<file path="config.mk">
export PLATFORM = sky130hd
export DESIGN_NAME = ps2_movement_keys
export DESIGN_NICKNAME = d
export VERILOG_FILES = /design/src/rtl/ps2_movement_keys.sv
export SDC_FILE = /design/constraint.sdc
export NUM_CORES = 1
export LEC_CHECK = 0
export ABC_AREA = 1
export CAP_MARGIN = 15
export CORE_ASPECT_RATIO = 0.9
export CORE_UTILIZATION = 63
export DETAILED_ROUTE_END_ITERATION = 16
export HOLD_SLACK_MARGIN = 0.02
export PLACE_DENSITY = 0.9
export SYNTH_ARGS = -nofsm -noshare
export SYNTH_HDL_FRONTEND = slang
export SYNTH_SLANG_ARGS = --single-unit
</file>
<file path="constraint.sdc">
create_clock -name clock -period 5 [get_ports clock]
set_input_delay 1 -clock clock [delete_from_list [all_inputs] [get_ports clock]]
set_output_delay 1 -clock clock [all_outputs]
set_load 0.1 [all_outputs]
</file>
<file path="src/rtl/ps2_movement_keys.sv">
// PS/2 keyboard receiver that tracks the held/released state of the four
// extended arrow keys and presents them as level signals to the player
// update stage. Raw pad signals are synchronized, the clock is glitch
// filtered, frames are checked for start/parity/stop, and a small decode
// FSM turns make/break byte sequences into key set/clear actions.
module ps2_movement_keys #(
    parameter int FILTER_LEN     = 8,
    parameter int TIMEOUT_CYCLES = 50000
) (
    input  logic       clock,
    input  logic       reset,
    input  logic       ps2_clk,
    input  logic       ps2_dat,
    output logic       turn_right,
    output logic       turn_left,
    output logic       move_forward,
    output logic       move_backward,
    output logic       byte_valid,
    output logic [7:0] rx_byte,
    output logic       frame_error
);

    localparam int FW = $clog2(FILTER_LEN + 1);
    localparam int TW = $clog2(TIMEOUT_CYCLES + 1);

    typedef enum logic [1:0] {
        IDLE,
        EXT,
        BRK,
        EXTBRK
    } state_t;

    // Key vector order: {right, left, forward, backward}
    localparam int KEY_RIGHT    = 3;
    localparam int KEY_LEFT     = 2;
    localparam int KEY_FORWARD  = 1;
    localparam int KEY_BACKWARD = 0;

    logic          clk_meta_q, clk_meta_d;
    logic          clk_sync_q, clk_sync_d;
    logic          dat_meta_q, dat_meta_d;
    logic          dat_sync_q, dat_sync_d;
    logic          filt_clk_q, filt_clk_d;
    logic [FW-1:0] filt_cnt_q, filt_cnt_d;
    logic          strobe;

    logic [3:0]    bit_cnt_q, bit_cnt_d;
    logic [10:0]   shift_q, shift_d;
    logic [TW-1:0] idle_cnt_q, idle_cnt_d;
    logic          byte_valid_q, byte_valid_d;
    logic          frame_error_q, frame_error_d;
    logic [7:0]    rx_byte_q, rx_byte_d;
    logic [10:0]   frame;
    logic          frame_good;

    state_t        state_q, state_d;
    logic [3:0]    keys_q, keys_d;
    logic [3:0]    key_hit;

    // Two-flop synchronizers; clock and data idle high on the PS/2 bus.
    always_comb begin
        clk_meta_d = ps2_clk;
        clk_sync_d = clk_meta_q;
        dat_meta_d = ps2_dat;
        dat_sync_d = dat_meta_q;
    end

    // Glitch filter: the filtered clock follows the synchronized clock only
    // after FILTER_LEN consecutive differing samples; a falling transition of
    // the filtered level is the bit strobe.
    always_comb begin
        filt_cnt_d = '0;
        filt_clk_d = filt_clk_q;
        strobe     = 1'b0;
        if (clk_sync_q != filt_clk_q) begin
            if (filt_cnt_q == FW'(FILTER_LEN - 1)) begin
                filt_clk_d = clk_sync_q;
                strobe     = filt_clk_q;
            end else begin
                filt_cnt_d = filt_cnt_q + FW'(1);
            end
        end
    end

    // Frame assembly: bits shift in LSB first; the 11th strobe judges the
    // whole frame, and a stalled partial frame is dropped after the timeout.
    always_comb begin
        frame         = {dat_sync_q, shift_q[10:1]};
        frame_good    = ~frame[0] & frame[10] & (^frame[9:1]);
        bit_cnt_d     = bit_cnt_q;
        shift_d       = shift_q;
        idle_cnt_d    = idle_cnt_q;
        byte_valid_d  = 1'b0;
        frame_error_d = 1'b0;
        rx_byte_d     = rx_byte_q;
        if (strobe) begin
            idle_cnt_d = '0;
            shift_d    = frame;
            if (bit_cnt_q == 4'd10) begin
                bit_cnt_d = '0;
                if (frame_good) begin
                    byte_valid_d = 1'b1;
                    rx_byte_d    = frame[8:1];
                end else begin
                    frame_error_d = 1'b1;
                end
            end else begin
                bit_cnt_d = bit_cnt_q + 4'd1;
            end
        end else if (bit_cnt_q != 4'd0) begin
            if (idle_cnt_q == TW'(TIMEOUT_CYCLES - 1)) begin
                bit_cnt_d     = '0;
                idle_cnt_d    = '0;
                frame_error_d = 1'b1;
            end else begin
                idle_cnt_d = idle_cnt_q + TW'(1);
            end
        end else begin
            idle_cnt_d = '0;
        end
    end

    // Map a received scan code to its arrow-key bit (zero for other codes).
    always_comb begin
        key_hit = 4'b0000;
        case (rx_byte_q)
            8'h74:   key_hit[KEY_RIGHT]    = 1'b1;
            8'h6B:   key_hit[KEY_LEFT]     = 1'b1;
            8'h75:   key_hit[KEY_FORWARD]  = 1'b1;
            8'h72:   key_hit[KEY_BACKWARD] = 1'b1;
            default: key_hit = 4'b0000;
        endcase
    end

    // Decode FSM next state and key updates; a frame error or timeout
    // abandons any partially received prefix without touching the keys.
    always_comb begin
        state_d = state_q;
        keys_d  = keys_q;
        if (frame_error_q) begin
            state_d = IDLE;
        end else if (byte_valid_q) begin
            case (state_q)
                IDLE: begin
                    if (rx_byte_q == 8'hE0) begin
                        state_d = EXT;
                    end else if (rx_byte_q == 8'hF0) begin
                        state_d = BRK;
                    end else begin
                        state_d = IDLE;
                    end
                end
                EXT: begin
                    if (rx_byte_q == 8'hF0) begin
                        state_d = EXTBRK;
                    end else begin
                        keys_d  = keys_q | key_hit;
                        state_d = IDLE;
                    end
                end
                BRK: begin
                    state_d = IDLE;
                end
                EXTBRK: begin
                    keys_d  = keys_q & ~key_hit;
                    state_d = IDLE;
                end
                default: begin
                    state_d = IDLE;
                end
            endcase
        end
    end

    // State register for the whole receiver.
    always_ff @(posedge clock or posedge reset) begin
        if (reset) begin
            clk_meta_q    <= 1'b1;
            clk_sync_q    <= 1'b1;
            dat_meta_q    <= 1'b1;
            dat_sync_q    <= 1'b1;
            filt_clk_q    <= 1'b1;
            filt_cnt_q    <= '0;
            bit_cnt_q     <= '0;
            shift_q       <= '0;
            idle_cnt_q    <= '0;
            byte_valid_q  <= 1'b0;
            frame_error_q <= 1'b0;
            rx_byte_q     <= 8'h00;
            state_q       <= IDLE;
            keys_q        <= 4'b0000;
        end else begin
            clk_meta_q    <= clk_meta_d;
            clk_sync_q    <= clk_sync_d;
            dat_meta_q    <= dat_meta_d;
            dat_sync_q    <= dat_sync_d;
            filt_clk_q    <= filt_clk_d;
            filt_cnt_q    <= filt_cnt_d;
            bit_cnt_q     <= bit_cnt_d;
            shift_q       <= shift_d;
            idle_cnt_q    <= idle_cnt_d;
            byte_valid_q  <= byte_valid_d;
            frame_error_q <= frame_error_d;
            rx_byte_q     <= rx_byte_d;
            state_q       <= state_d;
            keys_q        <= keys_d;
        end
    end

    assign turn_right    = keys_q[KEY_RIGHT];
    assign turn_left     = keys_q[KEY_LEFT];
    assign move_forward  = keys_q[KEY_FORWARD];
    assign move_backward = keys_q[KEY_BACKWARD];
    assign byte_valid    = byte_valid_q;
    assign rx_byte       = rx_byte_q;
    assign frame_error   = frame_error_q;

endmodule
</file>
### Word level (Yosys, flattened, before mapping)

Cells that the tools add are included.

| word-level totals | value |
|---|---|
| register bits after elaboration | 56 |
| bits of input ports | 4 |
| word-level logic and storage cells | 81 |

| operators by class | value |
|---|---|
| add/sub/neg operators | 3 |
| eq/ne operators | 14 |
| mux-type cells | 31 |
| bitwise logic cells | 7 |
| reductions and logical operators | 12 |

Operators by type and width:

| cell | count |
|---|---|
| 16-bit 2-to-1 mux | 3 |
| 8-bit by 7-bit == test with 1-bit output (second input constant) | 4 |
| 4-bit 2-to-1 mux | 7 |
| 16-bit by 1-bit adder with 16-bit output (second input constant) | 1 |
| 16-bit == test (second input constant) | 1 |
| 8-bit == test (second input constant) | 2 |
| 1-bit 2-to-1 mux | 14 |
| 2-bit 2-to-1 mux | 5 |
| 9-bit parity | 1 |
| 4-bit by 1-bit adder with 4-bit output (second input constant) | 2 |
| 4-bit case mux with 2 select lines | 1 |
| 2-bit nonzero test | 4 |
| 2-bit case mux with 3 select lines | 1 |
| 4-bit bitwise AND | 1 |
| 2-bit == test (second input constant) | 2 |
| 4-bit by 3-bit == test with 1-bit output (second input constant) | 1 |
| 4-bit == test (second input constant) | 1 |
| 4-bit NOT | 1 |
| 4-bit OR | 1 |
| 2-bit AND reduction | 2 |
| 4-bit AND reduction | 1 |
| 4-bit nonzero test | 1 |
| 3-bit AND reduction | 1 |
| 1-bit bitwise AND | 2 |
| 6 further kinds | 7 |

### Depth between registers and ports, before layout

Gate-level depths: netlist of the first run.

| depth | value |
|---|---|
| word-level depth | 6 |
| mapped depth | 12 |

### Worst setup path after synthesis of the first run

OpenSTA, ideal clock, no wires.

| path | value |
|---|---|
| path type | register to output |
| start point | register rx_byte_q[3] (netlist: rx_byte[3]) |
| end point | output port rx_byte[3] |
| arrival time | 0.957 ns |
| data required time | 4.000 ns |
| slack | 3.043 ns |
| cell stages (with the launch flop) | 1 |
| cell sequence | dfrtp_1 |

RTL lines:

| what | RTL line | RTL |
|---|---|---|
| start, declared | 52 | `logic [7:0] rx_byte_q, rx_byte_d;` |
| start signal, assigned | 204 | `rx_byte_q <= rx_byte_d;` |
| end, declared | 19 | `output logic [7:0] rx_byte,` |

No word-level cell between the ends.

### Final worst setup path of the first run

| path | value |
|---|---|
| start point | register rx_byte_q[0] (netlist: rx_byte[0]) |
| end point | output port rx_byte[0] |

No word-level cell between the ends.

==> run metrics, run 1 <==
PostCTS Resize Cnt 0; # setup viols final 0; max_cap viols 0; synth cell count leaders 94 x nand2_1, 50 x dfrtp_1, 47 x inv_1; Post-synth EDFFs 0; max-slew violations 0; Worst VDD drop 0.144 mV; DP Cell Count 397; flip-flop and latch count after synthesis 55; Clk Latency, worst-skew pair 0.31 ns; initial antenna violation count 0; layout cells sized above 1 6.70%; Die X 71.6 µm; Yosys warning count 0; met1 WL 2470 µm; actual slew at the worst max-slew pin 0.966 ns; RSZ-0062 raised after global routing false; critical path class reg -> out; WL met2 2560 µm; Worst EP required 4.00 ns; # DRC 0; largest net degree at the start of global routing 56; # IOs 18; via/cell ratio 5.48; clock sinks 55; crit-path cells clkdlybuf4s50_1; CP startpoint rx_byte[0]; Hold Path Sink dat_sync_q; Max Used Layer met4; PD cells 252 mW/mm²; Reg2Reg Setup Slack 2.75 ns; post-layout min period 2.92 ns; Yosys cell types 32; H-tree depth 2; number of buffers created by CTS 5; Arr. time, crit path 1.92 ns; Site Rows 22; RD Place Congestion 0.882; fillers 294; critical path capture point type output pin; Final Power 770 µW; first-pass GRT wire length 9320 µm; Mean Syn Cell Area 8.19 µm²; Max Fanout on Critical Path 6; most numerous cell in the Yosys netlist nand2_1; Initial Util 66.5%; clock skew 0.00497 ns; total die area 0.00463 mm²; WL final 5310 µm; Buf/Inv on CP 1; worst min-delay path category reg -> reg; Port Buf Inserts 17; Seq/Total Area, Yosys 50.4%; DR vias 2,225; final hold vios 0; status completed; CP max-delay cell clkdlybuf4s50_1; GRT overflow 0; Fin Setup TNS 0 ns; R2R cell count 10; Final Cycle Share 58.3%; WL per Instance 13.1 µm; vias in the first global route 2,182; critical path's top delay family buffers and inverters; hold path depth 0; P_leak 0.00148 µW; Clock Pin Slew Worst Setup and Hold Paths 0.10 ns; top cells by area, synth dfrtp_1 46%, nand2_1 13%, inv_1 6.4%, dfstp_2 4.8%, nor2_1 4.2%; reg2reg start filt_cnt_q[0]; R2R Path End frame_error; DIE HEIGHT 64.6 µm; crit start category register; Ant. Diodes 0; initial drt markers 151; Final Non-Filler Cells 406; DRT Pass-1 Iters 4; Synth Flop Type dfrtp_1; Worst slew margin 35.4%; asr flop ratio synth 100%; Post-Syn Instances 335; Peak Freq 343 MHz; final net count 366; Worst path depth 1; synthesized area 0.00275 mm²; Synth top area share 45.6%; All-Layer GR Usage 26.1%; CTS Buffer Depth 2; Yosys top cell by area dfrtp_1; Layout area overhead 11.5%; met3 wire len 202 µm; CTS tree done; Max stage delay on crit path 1.17 ns; Post-CTS Setup Bufs 0; HPWL Detailed 3690 µm; min-delay src dat_meta_q; clk root buf clkbuf_8; Final ANT Viol Nets 0; Core Footprint 0.00413 mm²; Post-CTS Hold Buffers 0; Mapped Nets 344
how the worst max path moves through the flow:
stage / endpoint / slack [ns]
2_1_floorplan: async pin / 2.67
5_1_grt: rx_byte[0] / 2.03
6_report: rx_byte[0] / 2.08
4_1_cts: rx_byte[0] / 2.08
3_3_place_gp: rx_byte[3] / 2.45
3_5_place_dp: rx_byte[0] / 2.43
cells by family after synthesis:
logic type               share of synthesized area (%)
AO/OA/AOI/OAI                                     4.92
XOR/XNOR                                          2.87
adder cells (fa/ha/maj)                           2.28
buffers and inverters                             7.43
flip-flops                                        50.4
multiplexers                                     0.365
AND/OR/NAND/NOR                                   31.8
where the power goes:
group          leakage (µW)  total [µW]  switching, µW  internal, µW
Combinational      0.000689        54.4           36.1          18.3
Clock             0.0000402         239            142          97.7
Sequential         0.000749         476           13.1           463
final cells by class:
type	count	area (µm²)	area share, %
clock inverter	3	20.0	0.654
timing repair buffer	18	190	6.21
tap	48	60.1	1.96
sequential	55	1380	45.2
clock buffer	5	68.8	2.25
inverter	48	180	5.89
multi-input combinational	229	1160	37.9
metrics by stage:
step                      hold WS (ns)  utilization, %  cell area, µm²  worst slack, ns
final                            0.359            74.1            3060             2.08
after global routing             0.370            74.1            3060             2.03
after CTS                        0.361            73.6            3040             2.08
after detailed placement         0.347            71.5            2950             2.43
after global placement           0.345            71.5            2950             2.45
after floorplan                  0.345               -            2750             2.67
registers in the layout, indices dropped and copies added (netlist names), named ones only:
register / flops
idle_cnt_q: 16
rx_byte: 8
clk_meta_q: 1
shift_q: 10
dat_meta_q: 1
state_q: 2
frame_error: 1
byte_valid: 1
filt_cnt_q: 4
filt_clk_q: 1
bit_cnt_q: 4
dat_sync_q: 1
clk_sync_q: 1
placed cells by master (no fill, tap or decap), drive strengths merged, types with 2 or more instances in the layout:
cell,instances
ha,5
inv,48
xnor2,3
nor4,5
xor2,6
a21oi,3
dfstp,5
nand2,95
nor2,34
o21ai,18
nor3b,5
nand4,14
nand3,21
clkdlybuf4s50,17
clkinvlp,2
nor3,12
clkbuf,5
dfrtp,50
per-layer routing:
| layer | vias up | GRT usage (%) |
|---|---|---|
| met2 | 56 | 44.8 |
| met4 | 0 | 8.82 |
| met3 | 7 | 4.82 |
| met5 | - | 0 |
| li1 | 1118 | - |
| met1 | 1044 | 33.7 |
No activity file was read; power rests on OpenSTA's default activity.
==> run 2, diff against run 1 <==
CORE_UTILIZATION = 58   (was 63)
PLACE_DENSITY = 0.84   (was 0.9)
clock period = 2.72 ns   (was 5 ns; I/O delays follow)
==> run metrics, run 2 (synthesis gave the netlist of run 1 again) <==
DIE HEIGHT 67.3 µm; RSZ-0062 raised after global routing false; GR Util met2 35.6%; Placement Setup Slack 0.736 ns; RD Place Congestion 0.896; Peak Freq 491 MHz; post-layout min period 2.04 ns; Initial Util 61.1%; WL final 5080 µm; Post-CTS Setup Bufs 0; final worst-path setup slack 0.685 ns; Core Footprint 0.00449 mm²; Ant. Diodes 0; HPWL Detailed 3870 µm; worst min-delay path category reg -> reg; Die X 74.5 µm; DRT Pass-1 Iters 5; DR vias 2,218; Worst EP required 2.93 ns; GRT overflow 0; max reg flops 16; vias in the first global route 1,994; most common cell after layout, fill and taps aside nand2_1; layout cells sized above 1 10.6%; total die area 0.00501 mm²; All-Layer GR Usage 23.0%; final core occ 67.7%; clock sinks 55; Final ANT Viol Nets 0; Clk Latency, worst-skew pair 0.31 ns; clk root buf clkbuf_8; PD cells 464 mW/mm²; H-tree depth 2; # DRC 0; Max Fanout on Critical Path 21; most frequent cells in the layout 94 x nand2_1, 50 x dfrtp_1, 46 x inv_1; final hold vios 0; # setup viols final 0; final net count 367; Post-CTS Hold Buffers 0; Worst slew margin 63.3%; max_cap viols 0; Final Cycle Share 74.8%; met3 usage 4.33%; Port Buf Inserts 17; Arr. time, crit path 2.24 ns; initial antenna violation count 0; initial drt markers 141; largest net degree at the start of global routing 28; Layout area overhead 10.7%; # IOs 18; met1 Use GR 31.3%; CTS Buffer Depth 2; CTS tree done; Final Power 1410 µW; register name with the most flops idle_cnt_q; via/cell ratio 5.27; critical path capture point type register; number of buffers created by CTS 5; critical path class reg -> reg; Clock Pin Slew Worst Setup and Hold Paths 0.10 ns; clock skew 0.0109 ns; PostCTS Resize Cnt 0; P_leak 0.00151 µW; fillers 371; crit start category register; Site Rows 23; WL per Instance 12.1 µm; Fin Setup TNS 0 ns; actual slew at the worst max-slew pin 0.550 ns; max-slew violations 0; Top Usage Layer GRT met2; Worst VDD drop 0.343 mV; first-pass GRT wire length 8530 µm; status completed
-- run 2: changes by cell type in the layout (fill, tap and decap cells not counted) --
| cell | change |
|---|---|
| clkinv_4 | +2 |
| clkinvlp_4 | -2 |
| clkdlybuf4s50_1 | -14 |
| clkinv_2 | -1 |
| buf_12 | -1 |
| buf_4 | +16 |
| clkbuf_1 | +1 |
-- run 2: layout make-up --
| cell class | count | area [µm²] | share of cell area (%) |
|---|---|---|---|
| flip-flops and latches | 55 | 1380 | 45.5 |
| repair buffers | 19 | 150 | 4.94 |
| multi-input cells | 229 | 1160 | 38.1 |
| well taps | 62 | 77.6 | 2.55 |
| clock buffers | 6 | 72.6 | 2.39 |
| inverters | 48 | 180 | 5.93 |
| clock inverters | 2 | 17.5 | 0.576 |
-- run 2: through the flow --
stage | hold slack [ns] | cell area, µm² | cells
6_report | 0.359 | 3040 | 421
5_1_grt | 0.370 | 3040 | 421
3_5_place_dp | 0.347 | 2950 | 413
4_1_cts | 0.360 | 3040 | 421
2_1_floorplan | 0.345 | 2750 | 335
3_3_place_gp | 0.346 | 2950 | 413
-- run 2: path summary, 6_finish.rpt --
check / from / endpoint / slack (ns) / cells after the start
min: dat_meta_q / dat_sync_q / 0.36 / 0
max: filt_cnt_q[0] / frame_error / 0.68 / 10
max reg2reg: filt_cnt_q[0] / frame_error / 0.68 / 10
max in group asynchronous: reset / dat_sync_q / 1.44 / 3
min reg2reg: dat_meta_q / dat_sync_q / 0.36 / 0
min in group asynchronous: reset / idle_cnt_q[0] / 0.60 / 2
-- run 2: metal layers --
| layer | wire, µm | share of wire (%) |
|---|---|---|
| met5 | 0 | 0 |
| met4 | 103 | 2.0 |
| met3 | 226 | 4.4 |
| met2 | 2340 | 46 |
| met1 | 2410 | 47 |
-- run 2: where the power goes --
part	internal (µW)	switching, µW	total, µW	leakage [µW]
registers	852	22.9	875	0.000749
logic	31.8	57.3	89.1	0.000718
clock network	185	262	447	0.0000454
total	1070	342	1410	0.00151
-- run 2: worst max-delay path, stage by stage, from the launching register on --
cell     delay, ns
dfrtp_1       0.39
ha_1          0.19
nand2_1       0.09
nor2_2        0.16
nand3_2       0.37
inv_1         0.33
nand2_1       0.15
inv_1         0.10
nor2_1        0.05
nand2_1       0.06
inv_1         0.04
==> run 3, diff against run 2 <==
clock period = 1.98 ns   (was 2.72 ns; I/O delays follow)
==> run metrics, run 3 (synthesis gave the netlist of run 1 again) <==
Die X 74.5 µm; clock sinks 55; Clk Latency, worst-skew pair 0.31 ns; P_leak 0.00152 µW; Layout area overhead 11.9%; Peak Freq 579 MHz; Max Fanout on Critical Path 8; CP max-delay cell dfrtp_1; PD cells 629 mW/mm²; Post-CTS Hold Buffers 0; WL final 5300 µm; # DRC 0; final core occ 68.4%; initial antenna violation count 0; Worst VDD drop 0.519 mV; Ant. Diodes 0; CP most frequent cell nand2_1; RD Place Congestion 0.867; Port Buf Inserts 17; number of buffers created by CTS 5; total die area 0.00501 mm²; via/cell ratio 5.26; DIE HEIGHT 67.3 µm; Area after DPL 0.00298 mm²; Seq. cell area 0.00138 mm²; critical path class reg -> reg; Worst slew margin 66.1%; Worst EP required 2.20 ns; CTS Buffer Depth 2; Max stage delay on crit path 0.38 ns; Final Cycle Share 87.3%; Initial Util 61.1%; status completed; largest net degree at the start of global routing 40; clk root buf clkbuf_8; HPWL Detailed 3960 µm; critical path's top delay family simple AND/OR/NAND/NOR gates; worst min-delay path category reg -> reg; vias in the first global route 1,987; initial drt markers 177; post-layout min period 1.73 ns; most common cell after layout, fill and taps aside nand2_1; crit-path cells ha_1, nand2_1, nor2_2, nand3_2, inv_2, nand2_1, inv_1, nor2_1, nand2_1, inv_1; fillers 371; Core Footprint 0.00449 mm²; Clock Pin Slew Worst Setup and Hold Paths 0.10 ns; GRT overflow 0; Finished Cell Area 0.00307 mm²; Final Power 1930 µW; max reg flops 16; layout cells sized above 1 11.4%; final hold vios 0; All-Layer GR Usage 23.9%; Post-CTS Setup Bufs 0; Site Rows 23; critical path capture point type register; clock skew 0.00996 ns; Fin Setup TNS 0 ns; Reg2Reg Setup Slack 0.25 ns; Final ANT Viol Nets 0; max-slew violations 0; most frequent cells in the layout 94 x nand2_1, 50 x dfrtp_1, 45 x inv_1; Buf/Inv on CP 3; actual slew at the worst max-slew pin 0.508 ns; multi-input logic area 0.00116 mm²; H-tree depth 2; # IOs 18; crit start category register; RSZ-0062 raised after global routing false; # setup viols final 0; final net count 368; DR vias 2,220; max_cap viols 0; first-pass GRT wire length 8910 µm; CTS tree done; register name with the most flops idle_cnt_q; Arr. time, crit path 1.95 ns; WL per Instance 12.6 µm; DRT Pass-1 Iters 4
[run 3: cell types whose count changed in the layout (fill, tap and decap cells not counted), sizes merged]
cell,change
buf,+1
[run 3: per-stage QoR]
step           cells  hold slack (ns)  setup slack (ns)
4_1_cts          422            0.360             0.179
2_1_floorplan    335            0.345             0.150
6_report         422            0.359             0.252
5_1_grt          422            0.363            0.0253
3_3_place_gp     414            0.346             0.262
3_5_place_dp     414            0.347             0.190
[run 3: layout make-up]
class,count,area share (%)
multi-input combinational,229,37.8
clock inverter,2,0.448
inverter,48,5.87
clock buffer,6,2.36
sequential,55,45.0
tap,62,2.53
timing repair buffer,20,5.95
[run 3: routing by layer]
metal / routed length (µm) / global-route usage [%] / vias to the layer above
met5: 0 / 0 / -
met1: 2580 / 32.8 / 1029
met2: 2400 / 37.3 / 57
met4: 95 / 7.31 / 0
li1: - / - / 1123
met3: 232 / 6.12 / 11
[run 3: repair_timing]
action,in CTS,in global routing
setup endpoints to repair,0,6
resized for setup,0,2
hold endpoints to repair,0,0
[run 3: worst paths after layout]
path | startpoint | end | cells after the start
min | clk_meta_q | clk_sync_q | 0
max | filt_cnt_q[0] | frame_error | 10
min reg2reg | clk_meta_q | clk_sync_q | 0
min in group asynchronous | reset | async pin | 3
max reg2reg | filt_cnt_q[0] | frame_error | 10
max in group asynchronous | reset | dat_meta_q | 3
[run 3: worst reg2reg max path, stage by stage, from the launching register on]
cell     delay, ns
dfrtp_1       0.38
ha_1          0.19
nand2_1       0.10
nor2_2        0.17
nand3_2       0.24
inv_2         0.20
nand2_1       0.12
inv_1         0.10
nor2_1        0.05
nand2_1       0.06
inv_1         0.04
[run 3: power breakdown]
group | internal [µW] | switching [µW] | leakage (µW)
Sequential | 1170 | 30.7 | 0.000749
Clock | 250 | 350 | 0.0000452
Combinational | 45.3 | 83.8 | 0.000725
Total | 1470 | 465 | 0.00152
